**src/rtl/mux_pkg.sv**
```systemverilog
// mux_pkg: shared definitions for the 4-way channel fabric (mux4way_arbiter,
// dmux4way). Holds the channel count, the 2-bit source select encoding used
// to tag beats, and the pointer advance helper.
package mux_pkg;

  localparam int NUM_CH = 4;

  localparam logic [1:0] SEL_A = 2'b00;
  localparam logic [1:0] SEL_B = 2'b01;
  localparam logic [1:0] SEL_C = 2'b10;
  localparam logic [1:0] SEL_D = 2'b11;

  // Channel after idx, wrapping d back to a (2-bit arithmetic wraps naturally).
  function automatic logic [1:0] next_ptr(input logic [1:0] idx);
    return idx + 2'd1;
  endfunction

endpackage

```
**src/rtl/rr_pick4.sv**
```systemverilog
// rr_pick4: combinational 4-way request picker.
// Ports:
//   req[3:0]       request per channel (bit0=a .. bit3=d)
//   ptr[1:0]       channel with highest priority; priority then wraps d->a
//   grant_idx[1:0] first requesting channel at or after ptr (SEL_A if none)
//   any            at least one request is present
module rr_pick4
  import mux_pkg::*;
(
  input  logic [NUM_CH-1:0] req,
  input  logic [1:0]        ptr,
  output logic [1:0]        grant_idx,
  output logic              any
);

  // Walk offsets 0..3 from ptr; the first requesting channel wins.
  always_comb begin
    logic [1:0] idx_s;
    logic       found_s;
    grant_idx = SEL_A;
    found_s   = 1'b0;
    idx_s     = 2'b00;
    for (int k = 0; k < NUM_CH; k++) begin
      idx_s = ptr + k[1:0];
      if (!found_s && req[idx_s]) begin
        grant_idx = idx_s;
        found_s   = 1'b1;
      end else begin
        found_s   = found_s;
      end
    end
    any = |req;
  end

endmodule

```
**src/rtl/mux4way_arbiter.sv**
```systemverilog
// mux4way_arbiter: four valid/ready input channels merged into one registered
// output beat tagged with its source select (a=00, b=01, c=10, d=11).
// Build option: MUX4WAY_ARBITER_RR_EN selects round-robin arbitration with a
// rotating pointer; without it priority is fixed a>b>c>d and no pointer exists.
// Ports:
//   clk, reset            clock, asynchronous active-high reset
//   in_valid[3:0]         per-channel valid
//   in_data[4*WIDTH-1:0]  channel i at [i*WIDTH +: WIDTH]
//   in_ready[3:0]         one-hot (or zero) grant, combinational
//   out_valid/out_data/out_sel  registered output beat
//   out_ready             downstream accepts the beat
module mux4way_arbiter
  import mux_pkg::*;
#(
  parameter int WIDTH = 16
) (
  input  logic                    clk,
  input  logic                    reset,
  input  logic [NUM_CH-1:0]       in_valid,
  input  logic [NUM_CH*WIDTH-1:0] in_data,
  output logic [NUM_CH-1:0]       in_ready,
  output logic                    out_valid,
  output logic [WIDTH-1:0]        out_data,
  output logic [1:0]              out_sel,
  input  logic                    out_ready
);

  logic              can_accept_s;
  logic              xfer_s;
  logic              any_s;
  logic [1:0]        grant_s;
  logic [1:0]        ptr_s;
  logic [NUM_CH-1:0] ready_s;
  logic [WIDTH-1:0]  sel_data_s;
  logic              out_valid_r;
  logic [WIDTH-1:0]  out_data_r;
  logic [1:0]        out_sel_r;

`ifdef MUX4WAY_ARBITER_RR_EN
  logic [1:0] ptr_r;

  // Priority pointer: moves to just past the channel that was served.
  always_ff @(posedge clk or posedge reset) begin
    if (reset) begin
      ptr_r <= SEL_A;
    end else if (xfer_s) begin
      ptr_r <= next_ptr(grant_s);
    end else begin
      ptr_r <= ptr_r;
    end
  end

  assign ptr_s = ptr_r;
`else
  assign ptr_s = SEL_A;
`endif

  rr_pick4 u_pick (
    .req       (in_valid),
    .ptr       (ptr_s),
    .grant_idx (grant_s),
    .any       (any_s)
  );

  // Handshake: grant only when the output slot is free or draining this cycle.
  // Reset is folded in so no channel sees ready while the block is held.
  always_comb begin
    can_accept_s = !out_valid_r || out_ready;
    xfer_s       = !reset && can_accept_s && any_s;
    ready_s      = 4'b0000;
    if (xfer_s) begin
      ready_s = 4'b0001 << grant_s;
    end else begin
      ready_s = 4'b0000;
    end
  end

  // Data of the granted channel.
  always_comb begin
    sel_data_s = '0;
    case (grant_s)
      SEL_A:   sel_data_s = in_data[0*WIDTH +: WIDTH];
      SEL_B:   sel_data_s = in_data[1*WIDTH +: WIDTH];
      SEL_C:   sel_data_s = in_data[2*WIDTH +: WIDTH];
      SEL_D:   sel_data_s = in_data[3*WIDTH +: WIDTH];
      default: sel_data_s = '0;
    endcase
  end

  // Output register: load on transfer, clear valid on drain, else hold.
  always_ff @(posedge clk or posedge reset) begin
    if (reset) begin
      out_valid_r <= 1'b0;
      out_data_r  <= '0;
      out_sel_r   <= SEL_A;
    end else if (xfer_s) begin
      out_valid_r <= 1'b1;
      out_data_r  <= sel_data_s;
      out_sel_r   <= grant_s;
    end else if (out_ready) begin
      out_valid_r <= 1'b0;
      out_data_r  <= out_data_r;
      out_sel_r   <= out_sel_r;
    end else begin
      out_valid_r <= out_valid_r;
      out_data_r  <= out_data_r;
      out_sel_r   <= out_sel_r;
    end
  end

  assign in_ready  = ready_s;
  assign out_valid = out_valid_r;
  assign out_data  = out_data_r;
  assign out_sel   = out_sel_r;

endmodule
```
**config.mk**
```make
export PLATFORM = sky130hd
export DESIGN_NAME = mux4way_arbiter
export DESIGN_NICKNAME = d
export VERILOG_FILES = /design/src/rtl/mux_pkg.sv /design/src/rtl/rr_pick4.sv /design/src/rtl/mux4way_arbiter.sv
export SDC_FILE = /design/constraint.sdc
export NUM_CORES = 1
export LEC_CHECK = 0
export BUFFER_PORTS_ARGS = -buffer_cell sky130_fd_sc_hd__clkbuf_2
export CAP_MARGIN = 5
export CORE_UTILIZATION = 40
export CTS_CLUSTER_DIAMETER = 30
export DETAILED_ROUTE_END_ITERATION = 10
export HOLD_SLACK_MARGIN = 0.03
export PLACE_DENSITY = 0.8
export SLEW_MARGIN = 0
export SYNTH_ARGS = -nofsm -noshare
export SYNTH_HDL_FRONTEND = slang
export SYNTH_HIERARCHICAL = 1
export SYNTH_SLANG_ARGS = --single-unit
```
**constraint.sdc**
```tcl
create_clock -name clk -period 2.01 [get_ports clk]
set_clock_uncertainty 0.2 [all_clocks]
set_input_delay 0.201 -clock clk [delete_from_list [all_inputs] [get_ports clk]]
set_output_delay 0.201 -clock clk [all_outputs]
set_load 0.005 [all_outputs]
```
* Yosys cells after proc, flatten, opt, wreduce, memory -nomap -nowiden
Index checks and enable logic that the tools add are counted.
** Word-level totals
- Bits in registers :: 19
- Input port bits :: 71
- Output and inout bits :: 23
- Word-level logic and storage cells :: 31
** Cells by class
- Equal/unequal tests :: 3
- Shift operators :: 1
- Multiplexer cells :: 10
- Reduce and logical (&&, ||, !) cells :: 14
** Operators with widths (number)
- $pmux W16 S4 :: 1
- $mux W1 :: 6
- $logic_and A1 B1 Y1 :: 5
- $logic_not A1 Y1 :: 5
- $eq A2 B2 Y1 const B :: 2
- $mux W2 :: 2
- $mux W4 :: 1
- $reduce_or A4 Y1 :: 1
- $shl A1 B2 Y4 const A :: 1
- $eq A2 B1 Y1 const B :: 1
- $logic_not A2 Y1 :: 1
- $reduce_bool A2 Y1 :: 1
- $logic_or A1 B1 Y1 :: 1

* Longest topological paths before layout
Gate-level depths: netlist (run 1).
- Depth in word-level cells :: 12
- Mapped depth :: 6
- Depth with buffers taken out :: 5

* Hierarchy
The synthesis (run 1) kept the hierarchy.
** Modules (own cells, without submodules)
- mux4way_arbiter :: instances 1, cells an instance 70, area an instance 1187.4 sq um
- rr_pick4 :: instances 1, cells an instance 15, area an instance 77.6 sq um

* Worst setup path before layout (run 1)
OpenSTA, ideal clock, no wires.
- Kind :: input to register
- Start point :: in in_valid[1]
- End point :: reg out_data_r[10] (netlist: out_data[10])
- Data arrival time :: 1.820 ns
- Data required time :: 1.685 ns
- Setup slack :: -0.135 ns
- Stages :: 6
- Path buffers :: 1
- Path through :: inv_1 a221o_1 a21oi_1 buf_6 mux4_2 mux2_4
** On the way
- Longest elaborated chain between the ends :: 10
** RTL lines
- start: declaration :: line mux4way_arbiter.sv:19 : input logic [NUM_CH-1:0] in_valid,
- $logic_and A1 B1 Y1 * :: line rr_pick4.sv:25 : if (!found_s && req[idx_s]) begin
- $mux W1 :: line rr_pick4.sv:25
- $logic_not A1 Y1 :: line rr_pick4.sv:25
- $logic_and A1 B1 Y1 :: line rr_pick4.sv:25
- $mux W1 :: line rr_pick4.sv:25
- $logic_not A1 Y1 :: line rr_pick4.sv:25
- $logic_and A1 B1 Y1 :: line rr_pick4.sv:25
- $mux W2 * :: line rr_pick4.sv:25
- net grant_s[0] :: line mux4way_arbiter.sv:31 : logic [1:0] grant_s;
- $eq A2 B2 Y1, or another cell as far along :: line mux4way_arbiter.sv:81 : case (grant_s)
- $pmux W16 S4 * :: line mux4way_arbiter.sv:81
- end signal: assignment :: line mux4way_arbiter.sv:98 : out_data_r <= sel_data_s;
- end signal: assignment :: line mux4way_arbiter.sv:102 : out_data_r <= out_data_r;
- end signal: assignment :: line mux4way_arbiter.sv:106 : out_data_r <= out_data_r;
- end: declaration :: line mux4way_arbiter.sv:36 : logic [WIDTH-1:0] out_data_r;
Mark *: on every way through the listed nets, which the timed path passes. The rest lies on a longest branch.
A chain may end at the register's enable or synchronous reset.

* Worst setup path after layout (run 1)
- Start point :: reg out_valid_r (netlist: out_valid)
- End point :: out in_ready[0]
** On the way
- Longest elaborated chain between the ends :: 5
** RTL lines
- start: declaration :: line mux4way_arbiter.sv:35 : logic out_valid_r;
- start signal: assignment :: line mux4way_arbiter.sv:105 : out_valid_r <= out_valid_r;
- $logic_not A1 Y1 :: line mux4way_arbiter.sv:68 : can_accept_s = !out_valid_r || out_ready;
- $logic_or A1 B1 Y1 :: line mux4way_arbiter.sv:68
- $logic_and A1 B1 Y1 (2 in a row) :: line mux4way_arbiter.sv:69 : xfer_s = !reset && can_accept_s && any_s;
- $mux W4 :: line mux4way_arbiter.sv:71 : if (xfer_s) begin
- end: declaration :: line mux4way_arbiter.sv:21 : output logic [NUM_CH-1:0] in_ready,
Every way passes these cells.

==> results of run 1 <==
[placed cells by master, fill, tap and decap left out, types with 3 or more instances in the layout]
cell type      instances
mux2_4                10
clkbuf_4               3
inv_1                  5
mux4_2                15
buf_4                  4
dfrtp_1               19
mux2_2                 8
clkbuf_2              93
dlygate4sd3_1          3
conb_1                 7
[where the power goes]
group / switching, mW / internal, mW / leakage [nW]
Combinational: 0.172 / 0.322 / 0.762
Clock: 0.108 / 0.0771 / 0.0150
Sequential: 0.0544 / 0.473 / 0.223
Total: 0.334 / 0.872 / 0.999
[synthesized netlist by cell type (all sizes together)]
library cell  count
mux4             16
nor2              1
mux2             18
clkbuf            2
and3b             2
a221o             1
a21oi             4
nand3             1
and3              2
nand2b            2
buf               5
o221ai            1
dfrtp            19
o21ai             2
inv               7
nor3b             1
conb              1
[critical path, delay by kind of cell, from the launching register on]
family                 cells  cell delay [ps]
AND/OR/NAND/NOR            3              490
buffers and inverters      2              350
flip-flops                 1              390
[flip-flops by register name, indices dropped and copies added (netlist names)]
signal and cells:
out_sel 2, out_data 16, out_valid 1
[routing by layer]
| layer | wire, µm | vias up | track usage (%) |
|---|---|---|---|
| met5 | 0 | - | 0 |
| met4 | 23 | 0 | 7.14 |
| met3 | 174 | 2 | 3.13 |
| met2 | 1860 | 46 | 37.1 |
| met1 | 1180 | 569 | 21.6 |
| li1 | - | 534 | - |
[cells by family (layout without fill, tap and decap cells)]
kind of cell / Yosys count / after routing / synth area share, %
multiplexers: 34 / 34 / 47.8
flip-flops: 19 / 19 / 37.6
buffers and inverters: 14 / 114 / 5.84
AND/OR/NAND/NOR: 9 / 9 / 4.65
AO/OA/AOI/OAI: 8 / 8 / 3.86
other: 1 / 7 / 0.296
[worst max path at each step]
stage	endpoint	cells after the start	slack, ps	start
2_1_floorplan	out_data[10]	5	-6	in_valid[2]
3_3_place_gp	out_data[11]	7	-150	in_valid[1]
3_5_place_dp	out_data[11]	7	-210	in_valid[1]
4_1_cts	in_ready[0]	5	9	out_valid
5_1_grt	in_ready[0]	5	-10	out_valid
6_report	in_ready[0]	5	70	out_valid
[through the flow]
stage | std cells | instance area, µm²
finish | 235 | 1910
detailed placement | 228 | 1850
floorplan | 91 | 1290
CTS | 235 | 1910
global placement | 228 | 1850
global route | 235 | 1910
[area by class of cell]
| class | instances | area, µm² | area share (%) |
|---|---|---|---|
| Multi-Input combinational cell | 58 | 751 | 39.2 |
| Timing Repair Buffer | 103 | 581 | 30.3 |
| Sequential cell | 19 | 475 | 24.8 |
| Tap cell | 44 | 55.1 | 2.88 |
| Clock buffer | 4 | 26.3 | 1.37 |
| Inverter | 7 | 26.3 | 1.37 |
[timing repair]
item	4_1_cts	5_1_grt
endpoints found under the setup margin	1	1
hold buffers	3	0
gates resized for setup	1	2
endpoints found under the hold margin	20	0
==> flow_metrics.tcl, run 1 <==
set metrics [dict create \
    r2r_slack_ps 440 \
    yosysWarnings 6 \
    root_buffer "clkbuf_4" \
    antenna_found_initial 0 \
    antenna_left 0 \
    syn2layout_area_growth_pct 51.3 \
    path_class "flip-flop to primary output" \
    critical_path_required_ps 1610 \
    gp_congestion 0.633 \
    ys_ff_latch 19 \
    path_clk_slew_ps 100 \
    cts_sinks 19 \
    r2r_end "out_data[14]" \
    timing.final.crit_period_ps 1940 \
    cts_made_buffers 3 \
    crit_path_max_fanout 22 \
    power_mw 1.21 \
    clockBufferDepth 2 \
    antenna_cells 0 \
    synth_area_leaders "dfrtp_1, mux4_2, mux2_4" \
    start_kind "flip-flop" \
    drive_above_1_share_pct 73.8 \
    dieHeight_um 58.2 \
    maxCapViolCount 0 \
    tritoncts "done" \
    synth_top_area_share_pct 37.6 \
    die_width_um 58.2 \
    vias_per_cell 4.90 \
    grt-ovfl-total 0 \
    hp-class "input pin to flip-flop" \
    num-fill-cells 264 \
    min_period_over_period_pct 96.4 \
    nets 263 \
    initial_core_util_pct 41.8 \
    cts_htree_levels 1 \
    core_um2 3030 \
    grt_pass1_wl_um 4970 \
    ir_drop_uv 299 \
    via_count 1151 \
    timing.final.ws_setup_ps 72.0 \
    hold_end "out_valid" \
    p_per_area_nw_per_um2 630 \
    firstDrtPassIters 4 \
    timing.fmax_mhz 516 \
    place_hpwl_um 2770 \
    cts_setup_buffers 0 \
    drtIter0Drc 36 \
    worstHoldPathCells 5 \
    die-area_um2 3390 \
    synth_cell_types 22 \
    rr_startpoint "out_valid" \
    hold_start "in_valid[2]" \
    final_util_pct 63.2 \
    crit_path_cell_trace "nand2b_1 > and3_1 > buf_8 > nor3b_2 > clkbuf_2" \
    clock_latency_ps 290 \
    syn_avg_cell_area_um2 14.9 \
    drc_errors 0 \
    io_pins 94 \
    syn_inst 85 \
    status "finished, final reports clean" \
    grt_pass1_vias 1164 \
    slowest_delay_ps 390 \
    portBuffers 93 \
    drt-total-wl_um 3240 \
    final-setup-viol-count 0 \
    finalHoldViolCount 0 \
    rows 20 \
    hold_ws_ps 139 \
    syn_area_um2 1260 \
    grt_max_degree 23 \
    power_leakage_nw 0.999 \
    grt_use_total_pct 19.5 \
    yosysSeqAreaShare_pct 37.6 \
    slew_violations 0 \
    reg2regPathDepth 4 \
    cp_slowest_cell "dfrtp_1" \
    critPathArrivalTime_ps 1540 \
    wl_per_cell_um 13.8 \
    setup_tns_ps 0 \
    yosysTopAreaCell "dfrtp_1" \
    place_ws_ps -211 \
    end_kind "primary output" \
]
(Power assumes the default switching activity.)
==> inputs of run 2 (changes only) <==
--- a/config.mk
+++ b/config.mk
@@ -5,13 +5,13 @@
 export SDC_FILE = /design/constraint.sdc
 export NUM_CORES = 1
 export LEC_CHECK = 0
-export BUFFER_PORTS_ARGS = -buffer_cell sky130_fd_sc_hd__clkbuf_2
+export ABC_AREA = 1
 export CAP_MARGIN = 5
-export CORE_UTILIZATION = 40
+export CORE_UTILIZATION = 45
 export CTS_CLUSTER_DIAMETER = 30
 export DETAILED_ROUTE_END_ITERATION = 10
+export DONT_BUFFER_PORTS = 1
 export HOLD_SLACK_MARGIN = 0.03
-export PLACE_DENSITY = 0.8
 export SLEW_MARGIN = 0
 export SYNTH_ARGS = -nofsm -noshare
 export SYNTH_HDL_FRONTEND = slang
==> run 2 against run 1 <==
Non-clock buffer count shrank 46. Worst hold slack got worse by 51 ps. Via count is 52% higher. Final cell count rose by 48%. Largest cell class unchanged. Highest routed layer unchanged.
==> flow_metrics.tcl, run 2 <==
set metrics [dict create \
    dp_cells 291 \
    layout_common_cells "nand2_1, dlygate4sd3_1, nor2_1, nand3_1, dfrtp_1" \
    path_clk_slew_ps 110 \
    slew_headroom_pct 50.1 \
    io_pins 94 \
    drtIter0Drc 69 \
    syn2layout_area_growth_pct 43.8 \
    timing.final.crit_period_ps 1910 \
    cp_slowest_cell "dlygate4sd3_1" \
    grt_pass1_wl_um 7050 \
    yosysSeqAreaShare_pct 31.2 \
    finalHoldViolCount 0 \
    internal_power_mw 0.876 \
    critical_path_required_ps 2010 \
    syn_avg_cell_area_um2 6.12 \
    switching_share_pct 37.9 \
    place_hpwl_um 2990 \
    core_um2 3130 \
    syn_inst 249 \
    synth_top_area_share_pct 31.2 \
    clock_latency_ps 290 \
    grt-ovfl-total 0 \
    timing.fmax_mhz 524 \
    pwr-share-seq_pct 39.0 \
    min_period_over_period_pct 94.9 \
    grt_use_total_pct 25.8 \
    mostFrequentLayoutCell "nand2_1" \
    cp_common_cell "nand2_1" \
    worst_slew_pin_slew_ps 748 \
    antenna_left 0 \
    p_clk_share_pct 14.0 \
    via_count 1749 \
    maxCapViolCount 0 \
    gp_congestion 0.791 \
    async_reset_ff_share_pct 100 \
    root_buffer "clkbuf_4" \
    vias_per_cell 5.04 \
    ir_drop_uv 406 \
    firstDrtPassIters 4 \
    grt_max_degree 41 \
    rows 20 \
    largest_reg_flops 16 \
    p_comb_share_pct 46.9 \
    yosysMostFrequentCell "nand2_1" \
    critPathArrivalTime_ps 1910 \
    num-fill-cells 267 \
    synth_edf_count 0 \
    status "finished, final reports clean" \
    clockBufferDepth 2 \
    ys_ff_latch 19 \
    path_buf_inv 2 \
    crit_path_cell_trace "nand2_1 > nand2_1 > nand2_1 > nand2_2 > nor2_4 > nand3_1 > nand3_4 > buf_12 > o21bai_2 > nand3_1 > dlygate4sd3_1 > nand2_1 > nand2_1" \
    antenna_cells 0 \
    die-area_um2 3620 \
    placed_area_um2 1590 \
    p_per_area_nw_per_um2 644 \
    crit_path_max_fanout 18 \
    drc_errors 0 \
    cpLargestDelayFamily "simple AND/OR/NAND/NOR gates" \
    yosysWarnings 6 \
    cts_htree_levels 1 \
    power_leakage_nw 1.08 \
    rsz0062_at_grt "yes" \
    die_width_um 60.2 \
    fin_cells 347 \
    grt_pass1_vias 1675 \
    slew_violations 0 \
    path_class "input pin to flip-flop" \
    end_kind "flip-flop" \
    drt-total-wl_um 4650 \
    yosys-top-cells-count "nand2_1, nand3_1, nor2_1" \
    drive_above_1_share_pct 9.90 \
    portBuffers 0 \
    start_kind "input pin" \
    hp-class "input pin to flip-flop" \
    synth_area_leaders "dfrtp_1, nand2_1, nand3_1" \
    yosysTopAreaCell "dfrtp_1" \
    p_switching_mw 0.535 \
    dieHeight_um 60.2 \
    fin_area_um2 2190 \
    final-setup-viol-count 0 \
    synth_cell_types 22 \
    antenna_found_initial 0 \
    tritoncts "done" \
    nets 375 \
    cts_made_buffers 3 \
    wl_per_cell_um 13.4 \
    initial_core_util_pct 48.7 \
    cts_setup_buffers 0 \
    synth_ff_type "dfrtp_1" \
    syn_area_um2 1520 \
    cts_sinks 19 \
    slowest_delay_ps 560 \
]
[run 2: cell types whose count changed after synthesis, moves of 3 or more]
| cell | before | now |
|---|---|---|
| nand2_1 | 0 | 100 |
| nand3_1 | 1 | 37 |
| nor2_1 | 1 | 36 |
| mux4_2 | 15 | 0 |
| o21bai_1 | 0 | 14 |
| mux2_4 | 10 | 0 |
| mux2_2 | 8 | 0 |
| buf_2 | 2 | 8 |
| nand2_2 | 0 | 6 |
| a21oi_1 | 4 | 0 |
| inv_2 | 1 | 4 |
[run 2: timing repair]
action,CTS,global route
resized for setup,0,17
endpoints found under the setup margin,0,15
hold buffers,51,0
endpoints found under the hold margin,36,0
[run 2: cell type report]
cell class / count / area [µm²] / area share, %
multi-input combinational: 210 / 972 / 44.4
inverter: 12 / 62.6 / 2.86
clock buffer: 4 / 26.3 / 1.20
timing repair buffer: 57 / 593 / 27.1
timing repair inverter: 1 / 6.26 / 0.286
sequential: 19 / 475 / 21.7
tap: 44 / 55.1 / 2.51
[run 2: power by group through the flow]
stage | clock network (mW) | logic, mW | registers, mW
6_report | 0.198 | 0.662 | 0.551
5_1_grt | 0.220 | 0.747 | 0.561
4_1_cts | 0.205 | 0.615 | 0.550
3_5_place_dp | 0 | 0.465 | 0.558
3_3_place_gp | 0 | 0.458 | 0.556
2_1_floorplan | 0 | 0.382 | 0.539
[run 2: path summary, 6_finish.rpt]
path	from	slack, ps	end	cells past startpoint
setup / recovery	in_valid[1]	100	out_data[12]	13
hold / removal	in_valid[0]	90	out_valid	5
setup reg to reg	out_valid	710	out_data[1]	6
hold reg to reg	out_data[5]	310	out_data[5]	2
max in group asynchronous	reset	860	out_data[3]	2
min in group asynchronous	reset	280	out_valid	2
[run 2: kinds of logic after synthesis]
family	synth area share (%)
buffers and inverters	8.37
DFF	31.2
AOI/OAI and AO/OA	8.21
and+or+nand+nor	52.0
other	0.246
[run 2: worst register-to-register path: cells and delay by family (launching register included)]
family        cells  cell delay [ps]
buf+inv           1              190
flops             1              410
simple gates      5              450
[run 2: layer usage]
metal	vias to the layer above	wire (µm)	GRT usage, %
met5	-	0	0
met4	0	46	9.63
met3	6	366	7.14
met2	69	2350	47.4
met1	785	1890	27.5
li1	889	-	-
[run 2: metrics by stage]
step	hold WS (ps)	total power [mW]	setup TNS, ps	util (%)	worst slack, ps
3_5_place_dp	78.3	1.02	0	50.8	183
4_1_cts	94.2	1.37	0	68.0	30.0
6_report	88.2	1.41	0	70.0	103
3_3_place_gp	74.0	1.01	0	50.8	234
5_1_grt	162	1.53	-11.7	70.0	-11.7
2_1_floorplan	-47.9	0.920	0	-	340
==> inputs of run 3 (changes only) <==
==> constraint.sdc (replaced) <==
create_clock -name clk -period 2.01 [get_ports clk]
set_clock_uncertainty 0.2 [all_clocks]
set_input_delay 0.201 -clock clk [delete_from_list [all_inputs] [get_ports clk]]
set_output_delay 0.201 -clock clk [all_outputs]
set_load 0.05 [all_outputs]
==> run 3 against run 2 <==
Routed wire length is 4.0% higher. Critical path type unchanged. Worst setup slack lost 41 ps. Sequential power up 57%. Register-to-register slack lost 530 ps. Final cell count is 1.4% higher. Critical path depth is 1 higher. Via count increased by 0.46%. Sequential cell count did not move. Critical endpoint is now out_data[1]. First-iteration DRC count grew 35%. Fmax shrank 2.1%. Die area did not move.
==> flow_metrics.tcl, run 3 (synthesis gave the netlist of run 2 again) <==
set metrics [dict create \
    status "finished, final reports clean" \
    antenna_found_initial 0 \
    grt_pass1_vias 1582 \
    io_pins 94 \
    finalHoldViolCount 0 \
    largest_reg_flops 16 \
    tritoncts "done" \
    crit_path_max_fanout 8 \
    setup_tns_ps 0 \
    wl_per_cell_um 13.7 \
    critPathArrivalTime_ps 1960 \
    rows 20 \
    grt_pass1_wl_um 6920 \
    initial_core_util_pct 48.7 \
    drc_errors 0 \
    dieHeight_um 60.2 \
    via_count 1757 \
    min_period_over_period_pct 96.9 \
    critical_path_required_ps 2020 \
    drtIter0Drc 93 \
    portBuffers 0 \
    p_per_area_nw_per_um2 788 \
    firstDrtPassIters 4 \
    hp-class "input pin to flip-flop" \
    cts_made_buffers 3 \
    clockBufferDepth 2 \
    root_buffer "clkbuf_4" \
    grt_use_total_pct 25.8 \
    power_leakage_nw 1.12 \
    syn2layout_area_growth_pct 48.5 \
    mostFrequentLayoutCell "nand2_1" \
    final_util_pct 72.4 \
    final-setup-viol-count 0 \
    layout_common_cells "nand2_1, dlygate4sd3_1, nand3_1" \
    drt-total-wl_um 4840 \
    antenna_left 0 \
    vias_per_cell 4.99 \
    slew_violations 0 \
    grt-ovfl-total 0 \
    die-area_um2 3620 \
    timing.fmax_mhz 513 \
    drive_above_1_share_pct 14.6 \
    path_class "input pin to flip-flop" \
    cts_htree_levels 1 \
    core_um2 3130 \
    timing.final.crit_period_ps 1950 \
    grt_max_degree 34 \
    path_clk_slew_ps 130 \
    nets 380 \
    antenna_cells 0 \
    ir_drop_uv 443 \
    cts_sinks 19 \
    die_width_um 60.2 \
    power_mw 1.78 \
    clock_latency_ps 290 \
    gp_congestion 0.827 \
    rsz0062_at_grt "yes" \
    end_kind "flip-flop" \
    maxCapViolCount 0 \
    place_hpwl_um 2890 \
    start_kind "input pin" \
]
==> run 3: changes by cell type in the layout (fill, tap and decap cells not counted), moves of 2 or more <==
cell	previous run	this run
nor3_1	2	0
nor2_1	36	34
buf_4	3	11
dlygate4sd3_1	51	44
buf_6	0	2
nor2_2	0	2
==> run 3: final cells by class <==
type | instances | area [µm²]
multi-input cells | 210 | 993
fillers | 282 | 865
repair buffers | 62 | 638
flip-flops and latches | 19 | 475
inverters | 12 | 67.6
well taps | 44 | 55.1
clock buffers | 3 | 22.5
repair inverters | 1 | 6.26
clock inverters | 1 | 5.00
==> run 3: final timing paths <==
path | from | endpoint | slack, ps | cells after the start
max reg2reg | out_valid | out_data[6] | 180 | 7
max | in_valid[1] | out_data[1] | 60 | 14
max in group asynchronous | reset | out_sel[1] | 1240 | 3
min reg2reg | out_valid | out_valid | 380 | 2
min | reset | out_valid | 90 | 4
min in group asynchronous | reset | out_data[11] | 150 | 3
==> run 3: metrics by stage <==
step,setup slack [ps],cells,instance area [µm²],hold slack (ps)
after global routing,-47.5,352,2260,106
after global placement,135,299,1670,-64.3
after floorplan,-127,254,1560,-47.9
final,62.3,352,2260,88.3
after CTS,20.1,344,2110,94.9
after detailed placement,106,299,1670,-62.3
==> run 3: critical path, stage by stage <==
cell	delay [ps]
nand2_1	40
nand2_1	60
nand2_1	80
nand2_2	80
nor2_4	130
nand3b_1	130
nand3_4	160
inv_8	60
buf_6	130
o21bai_1	110
nand3_1	80
dlygate4sd3_1	570
nand2_1	60
nand2_1	40
==> run 3: what timing repair did <==
item                                   in CTS  in global routing
resized for setup                           0                 21
setup endpoints to repair                   0                 17
buffers inserted                            0                  2
endpoints found under the hold margin      36                  2
hold buffers                               41                  6
==> run 3: power by group <==
group,internal [mW],switching (mW)
Combinational,0.330,0.384
Sequential,0.469,0.396
Clock,0.0741,0.129
==> run 3: metal layers <==
layer | vias up | track usage, % | part of all wire [%]
met3 | 4 | 4.98 | 6.7
met2 | 67 | 46.0 | 51
met5 | - | 0 | 0
met4 | 0 | 7.97 | 0.99
met1 | 786 | 30.9 | 41
li1 | 900 | - | -
